**src/rtl/blink_rate_ctrl.sv**
```systemverilog
`default_nettype none
// ============================================================================
// Module      : blink_rate_ctrl
// Description : KEY synchroniser/debouncer, 2-bit blink-rate stepper and
//               rate-dependent tick divider driving the blink LED block.
// Revision    : 1.0 - initial release
// ============================================================================
module blink_rate_ctrl #(
    parameter int DEBOUNCE_CYCLES = 1_000_000,
    parameter int BASE_DIV        = 25_000_000
) (
    input  logic       clk,
    input  logic       rst,
    input  logic       key_n,
    output logic       press,
    output logic [1:0] rate,
    output logic       tick
);

    // The synchroniser resets to "released", so up to two post-reset samples
    // of s2 can be stale; release qualification never accepts fewer than that.
    localparam int c_qual_max = (DEBOUNCE_CYCLES < 2) ? 2 : DEBOUNCE_CYCLES;
    localparam int c_db_w     = $clog2(c_qual_max + 1);
    localparam int c_tc_w     = $clog2(BASE_DIV);

    localparam logic [c_db_w-1:0] c_db_term   = c_db_w'(DEBOUNCE_CYCLES);
    localparam logic [c_db_w-1:0] c_qual_term = c_db_w'(c_qual_max);
    localparam logic [c_tc_w-1:0] c_tc_last0  = c_tc_w'((BASE_DIV >> 0) - 1);
    localparam logic [c_tc_w-1:0] c_tc_last1  = c_tc_w'((BASE_DIV >> 1) - 1);
    localparam logic [c_tc_w-1:0] c_tc_last2  = c_tc_w'((BASE_DIV >> 2) - 1);
    localparam logic [c_tc_w-1:0] c_tc_last3  = c_tc_w'((BASE_DIV >> 3) - 1);

    typedef enum logic [1:0] {
        ST_IDLE   = 2'd0,
        ST_ARM    = 2'd1,
        ST_HELD   = 2'd2,
        ST_DISARM = 2'd3
    } db_state_t;

    logic              s1_q, s2_q;
    db_state_t         state_q, state_d;
    logic [c_db_w-1:0] db_cnt_q, db_cnt_d;
    logic              rel_ok_q, rel_ok_d;
    logic              press_q, press_d;
    logic [1:0]        rate_q, rate_d;
    logic              tick_q, tick_d;
    logic [c_tc_w-1:0] tick_cnt_q, tick_cnt_d;
    logic [c_tc_w-1:0] w_tc_last;

    always_ff @(posedge clk) begin
        if (rst) begin
            s1_q       <= 1'b1;
            s2_q       <= 1'b1;
            state_q    <= ST_IDLE;
            db_cnt_q   <= '0;
            rel_ok_q   <= 1'b0;
            press_q    <= 1'b0;
            rate_q     <= 2'd0;
            tick_q     <= 1'b0;
            tick_cnt_q <= '0;
        end else begin
            s1_q       <= key_n;
            s2_q       <= s1_q;
            state_q    <= state_d;
            db_cnt_q   <= db_cnt_d;
            rel_ok_q   <= rel_ok_d;
            press_q    <= press_d;
            rate_q     <= rate_d;
            tick_q     <= tick_d;
            tick_cnt_q <= tick_cnt_d;
        end
    end

    // Until a qualified release is seen after reset, IDLE refuses to arm, so a
    // button held through reset must be released and pressed again.
    always_comb begin
        state_d  = state_q;
        db_cnt_d = db_cnt_q;
        rel_ok_d = rel_ok_q;
        press_d  = 1'b0;
        case (state_q)
            ST_IDLE: begin
                if (!rel_ok_q) begin
                    if (!s2_q) begin
                        db_cnt_d = '0;
                    end else if (db_cnt_q == c_qual_term) begin
                        rel_ok_d = 1'b1;
                        db_cnt_d = '0;
                    end else begin
                        db_cnt_d = db_cnt_q + 1'b1;
                    end
                end else if (!s2_q) begin
                    state_d  = ST_ARM;
                    db_cnt_d = c_db_w'(1);
                end
            end
            ST_ARM: begin
                if (s2_q) begin
                    state_d  = ST_IDLE;
                    db_cnt_d = '0;
                end else if (db_cnt_q == c_db_term) begin
                    state_d  = ST_HELD;
                    db_cnt_d = '0;
                    press_d  = 1'b1;
                end else begin
                    db_cnt_d = db_cnt_q + 1'b1;
                end
            end
            ST_HELD: begin
                if (s2_q) begin
                    state_d  = ST_DISARM;
                    db_cnt_d = c_db_w'(1);
                end
            end
            ST_DISARM: begin
                if (!s2_q) begin
                    state_d  = ST_HELD;
                    db_cnt_d = '0;
                end else if (db_cnt_q == c_db_term) begin
                    state_d  = ST_IDLE;
                    db_cnt_d = '0;
                end else begin
                    db_cnt_d = db_cnt_q + 1'b1;
                end
            end
            default: begin
                state_d  = ST_IDLE;
                db_cnt_d = '0;
            end
        endcase
    end

    always_comb begin
        case (rate_q)
            2'd0:    w_tc_last = c_tc_last0;
            2'd1:    w_tc_last = c_tc_last1;
            2'd2:    w_tc_last = c_tc_last2;
            default: w_tc_last = c_tc_last3;
        endcase
    end

    // Terminal count uses the old rate, so a coinciding press still emits the
    // old period's tick; a rate change always restarts the period from zero.
    always_comb begin
        rate_d = press_d ? rate_q + 2'd1 : rate_q;
        tick_d = (tick_cnt_q == w_tc_last);
        if (press_d || tick_d) begin
            tick_cnt_d = '0;
        end else begin
            tick_cnt_d = tick_cnt_q + 1'b1;
        end
    end

    assign press = press_q;
    assign rate  = rate_q;
    assign tick  = tick_q;

endmodule
`default_nettype wire
```
**config.mk**
```make
export PLATFORM = sky130hd
export DESIGN_NAME = blink_rate_ctrl
export DESIGN_NICKNAME = d
export VERILOG_FILES = /design/src/rtl/blink_rate_ctrl.sv
export SDC_FILE = /design/constraint.sdc
export NUM_CORES = 1
export LEC_CHECK = 0
export CAP_MARGIN = 20
export CORE_MARGIN = 1.5
export CORE_UTILIZATION = 48
export DETAILED_ROUTE_END_ITERATION = 16
export GPL_ROUTABILITY_DRIVEN = 0
export GPL_TIMING_DRIVEN = 0
export SLEW_MARGIN = 20
export SYNTH_ARGS = -nofsm -noshare
export SYNTH_HDL_FRONTEND = slang
export SYNTH_SLANG_ARGS = --single-unit
```
**constraint.sdc**
```tcl
create_clock -name clk -period 2.7 [get_ports clk]
set_input_delay 0.54 -clock clk [delete_from_list [all_inputs] [get_ports clk]]
set_output_delay 0.54 -clock clk [all_outputs]
set_load 0.01 [all_outputs]
```
Yosys cells after proc, flatten, opt, wreduce, memory -nomap -nowiden
Index checks and enable logic that the tools add are counted.
W data, S select, Z words.
{ "op_classes": {"n_addsub": 3, "mul": 0, "div_mod_pow": 0, "order_cmp": 0, "n_eq_ne": 13, "shift": 0, "mux": 21, "n_bitwise": 0, "reduce_logical": 6} }
{ "op_table": {"columns": ["operator", "count"], "rows": [
  ["$mux W20", 6],
  ["$pmux W20 S4", 1],
  ["$pmux W25 S3", 1],
  ["$add A25 B1 Y25 const B", 1],
  ["$eq A25 B25 Y1", 1],
  ["$add A20 B1 Y20 const B", 1],
  ["$eq A20 B20 Y1 const B", 1],
  ["$mux W2", 7],
  ["$ne A3 B3 Y1 const B", 3],
  ["$pmux W2 S4", 1],
  ["$eq A2 B2 Y1 const B", 3],
  ["$ne A2 B2 Y1 const B", 3],
  ["$mux W1", 5],
  ["$reduce_and A5 Y1", 1],
  ["$eq A2 B1 Y1 const B", 2],
  ["$logic_not A2 Y1", 2],
  ["$add A2 B1 Y2 const B", 1],
  ["$reduce_and A2 Y1", 1],
  ["$reduce_or A2 Y1", 1],
  ["$logic_or A1 B1 Y1", 1]
]} }
{ "word_totals": {"register_bits": 54, "latchBits": 0, "ram_bits": 0, "rom_bits": 0, "in_bits": 3, "out_inout_bits": 4, "word_cells": 52, "n_memories": 0} }

Longest topological paths before layout
Gate-level depths: netlist of the first run.
{ "depth": {"ltp_word": 6, "depth_mapped": 8} }

Least setup slack after synthesis of the first run
No wires, ideal clock.
{ "synth_timing": {"kind": "flip-flop to flip-flop", "from": "register rate_q[0], in the netlist rate[0]", "to": "register tick_cnt_q[16]", "setup_time_ns": 0.141, "arrival_time_ns": 2.255, "required_ns": 2.559, "slack_ns": 0.305, "stages_incl_launch_ff": 9, "n_path_buf": 1, "path_cell_list": "dfxtp_1 inv_1 ha_1 xor2_1 or4_1 a22o_1 o31ai_4 buf_6 nor3_2"} }
{ "synth_between": {"elab_chain_len": 5, "word_cells_on_any_way": 7, "cone_classes": "3 x eq/ne; 1 x mux; 3 x reduce/logical"} }
{ "synth_rtl": {"columns": ["item", "line_no", "source"], "rows": [
  ["start: declaration", "45", "logic [1:0] rate_q, rate_d;"],
  ["start signal: assignment", "68", "rate_q <= rate_d;"],
  ["$eq A2 B2 Y1, or another cell as far along", "134", "case (rate_q)"],
  ["$pmux W25 S3 (*)", "134", null],
  ["$eq A25 B25 Y1 (*)", "146", "tick_d = (tick_cnt_q == w_tc_last);"],
  ["$logic_or A1 B1 Y1 (*)", "147", "if (press_d || tick_d) begin"],
  ["$reduce_or A2 Y1 (no line) (*)", null, null],
  ["end signal: assignment", "70", "tick_cnt_q <= tick_cnt_d;"],
  ["end: declaration", "47", "logic [c_tc_w-1:0] tick_cnt_q, tick_cnt_d;"]
]} }
Mark *: on every way between the ends. The rest lies on a longest branch, timed or not.
A chain may end at the register's enable or synchronous reset.

Worst setup path in the final report of the first run
{ "layout_timing": {"from": "register rate_q[0], in the netlist rate[0]", "to": "register tick_cnt_q[17]"} }
Same word-level chain as after synthesis.

==> results of run 1 <==
==> where the power goes <==
group / switching [mW] / internal [mW] / total (mW)
logic: 0.0285 / 0.0159 / 0.0443
registers: 0.0110 / 0.805 / 0.816
clock network: 0.261 / 0.208 / 0.469
==> stage by stage <==
stage               instances  utilization (%)  power (mW)
detailed placement        407             51.9       0.879
CTS                       415             53.4        1.35
global placement          407             51.9       0.878
finish                    417             53.7        1.33
global route              417             53.7        1.39
floorplan                 327                -       0.864
==> cell families after synthesis <==
group                    share of synthesized area, %
AND/OR/NAND/NOR                                  34.8
flip-flops                                       37.2
XOR/XNOR                                         14.3
buffers and inverters                            4.26
AO/OA/AOI/OAI                                    4.52
adder cells (fa/ha/maj)                          3.87
multiplexers                                     1.03
==> area by class of cell <==
class / instances / area, um2
buffer: 13 / 67.6
multi-input combinational: 245 / 1700
tap: 75 / 93.8
inverter: 15 / 56.3
fill: 569 / 2730
sequential: 54 / 1080
timing repair buffer: 7 / 65.1
clock inverter: 1 / 5.00
clock buffer: 7 / 86.3
==> cells in the mapped netlist (5+ instances only) <==
cell,number
nand2_1,19
xnor2_1,34
inv_1,14
nor2_1,42
nand3_1,14
ha_1,9
nor3_1,16
dfxtp_1,54
nand4_1,11
o21ai_0,5
nor3_2,23
nor4_1,9
xor2_1,11
clkbuf_1,7
==> worst max path at each step <==
stage | from | to | depth (start not counted)
after global placement | rate[0] | tick_cnt_q[20] | 8
after global routing | rate[0] | tick_cnt_q[16] | 9
final | rate[0] | tick_cnt_q[17] | 9
after detailed placement | rate[0] | tick_cnt_q[17] | 8
after floorplan | rate[0] | tick_cnt_q[16] | 8
after CTS | rate[0] | tick_cnt_q[20] | 8
==> registers in the layout, summed over array words and instances (netlist names), named ones only <==
signal and cells:
db_cnt_q 20, press 1, rate 2, rel_ok_q 1, s1_q 1, s2_q 1
state_q 1, tick 1, tick_cnt_q 25
==> worst register-to-register path, cell delays in order (launching register included) <==
cell	delay [ns]
dfxtp_2	0.43
inv_1	0.13
ha_1	0.24
xor2_1	0.15
or4_1	0.39
a22o_1	0.26
o31ai_4	0.24
buf_4	0.20
buf_6	0.19
nor3_2	0.06
==> routing by layer <==
layer  wire (um)  track usage [%]  vias up
met3         135             3.82        7
met5           0                0        -
met1        2580             21.6     1097
li1            -                -     1164
met2        3000             34.6       25
met4         106             7.07        0
==> repair_timing <==
action,CTS,global route
buffers inserted,0,2
endpoints found under the setup margin,7,20
resized for setup,0,1
pin swaps,1,1
hold endpoints to repair,0,0
==> key figures, run 1 <==
Synthesis
  • Dominant cell type by area after synthesis: dfxtp_1
  • Yosys synthesis warning count: 0
  • Synth Flop Type: dfxtp_1
  • Async S/R FF share, synth: 0%
  • Mapped Area: ~0.0029 mm2
  • Area contributors post-synth: dfxtp_1 (37%), xnor2_1 (10%), nor3_2 (7.9%)
  • Synth cell types: 47
  • Share of synthesized area occupied by flip-flops and latches: 37.2%
  • Syn Nets: 339
  • Synthesized area per cell: 8.90 um2
  • Seq cells post-synth: 54
  • Synth Instances: 327
  • EDFF count, synth: 0
  • Synth top area share: roughly 37%

STA
  • Final setup margin: 0.280 ns
  • Final hold vios: 0
  • Total Neg Setup Slack: 0 ns
  • Max-Slew Margin vs Limit: around 52%
  • Clock Skews: 0.00825 ns
  • Fmax: slightly above 0.4 GHz
  • Period utilisation layout: 89.6%
  • Worst hold margin: 0.420 ns
  • Slew @ Worst Pin: between 0.7 and 0.8 ns
  • Unrepaired setup endpoints after global routing: no
  • Setup violations, final: 0
  • Crit path time final: 2.42 ns
  • Fin. max-slew vios: 0

Setup path
  • Cell family with most CP delay: buffers and inverters
  • Critical path class: reg2reg
  • CP max FO: 10
  • Slowest CP cell: dfxtp_2
  • Crit-path max cell delay: 0.43 ns
  • Critical R2R Launch: rate[0]
  • WP buf/inv: 3
  • Critical path launch point type: flop
  • WP data arrival: approximately 2.6 ns
  • RR Endpoint: tick_cnt_q[17]
  • R2R Setup Slk: ~0.28 ns
  • Critical path, cell by cell: inv_1 > ha_1 > xor2_1 > or4_1 > a22o_1 > o31ai_4 > buf_4 > buf_6 > nor3_2
  • R2R cell count: 9
  • Crit end category: flop
  • CP required: 2.88 ns

Global route
  • Initial antenna violation count: 0
  • First-pass GRT wire length: around 9.5 mm
  • Grt total ovfl: 0
  • Largest net degree at the start of global routing: 16
  • Vias in the first global route: 2079
  • All-Layer GR Usage: 19.0%

Floorplan
  • Core ar.: between 0.005 and 0.006 mm2
  • Die X: 80.9 um
  • Die area: approximately 0.0065 mm2
  • Cell Rows: 28
  • Io pins: 7
  • Starting density of the core: 49.4%
  • Die Ht: 80.9 um

Layout
  • Nets: 353
  • Most frequent cells in the layout: dfxtp_1 (53), nor2_1 (42), xnor2_1 (34), nor3_2 (23), nand2_1 (19)
  • Most common cell after layout, fill and taps aside: dfxtp_1
  • Layout cell share with drive strength beyond 1: 14.6%
  • Post-layout instance area: 0.00316 mm2
  • Layout area overhead: 8.65%
  • Antenna diodes: 0

Run status
  • Status: finished, final reports clean

Worst hold path
  • Hold Path Sink: s2_q
  • Hold Crit Depth: 1
  • Worst Hold Class: reg2reg
  • Hold Path Origin: s1_q

Power
  • Static leakage: 1.02 nW
  • Peak supply drop: 0.268 mV
  • Pwr Density: around 420 mW/mm2

Clocking
  • CTS Hold Buffers Added: 0
  • Clk_lat worst skew: 0.31 ns
  • CTS Buf Count: 5
  • Root Buffer: clkbuf_8
  • H-tree depth: 2
  • CTS tree: built
  • Worst-path clk slew: 0.09 ns
  • Sink Count: 54
  • Clock Path Buffers: 2

Route
  • WL/cell: about 14 um
  • Final antenna-violating net count: 0
  • Router iterations before antenna repair: 5
  • Vias per cell: 5.50
  • Routed wire length: just under 6 mm
  • DRC Markers: 0
  • Iteration-0 DRC Markers: 72
  • Via count: about 2300

Placed design
  • Pre-CTS WS: roughly 0.0076 ns
  • DP HPWL: 4.19 mm
  • Port bufs: 5
  • Post-Place Cell Area: just over 0.003 mm2

Flow run
  • Max-Cap Viols: 0
Note: power is estimated with default switching activity, not from simulation.
==> run 2: changes to the inputs <==
- CAP_MARGIN: 20 -> not set
==> results of run 2 <==
Same layout as run 1: the final DEF is identical, and so are final timing and power.
==> run 3: changes to the inputs <==
- CTS_CLUSTER_SIZE: not set -> 28
==> results of run 3 <==
Same layout as run 1: the final DEF is identical, and so are final timing and power.
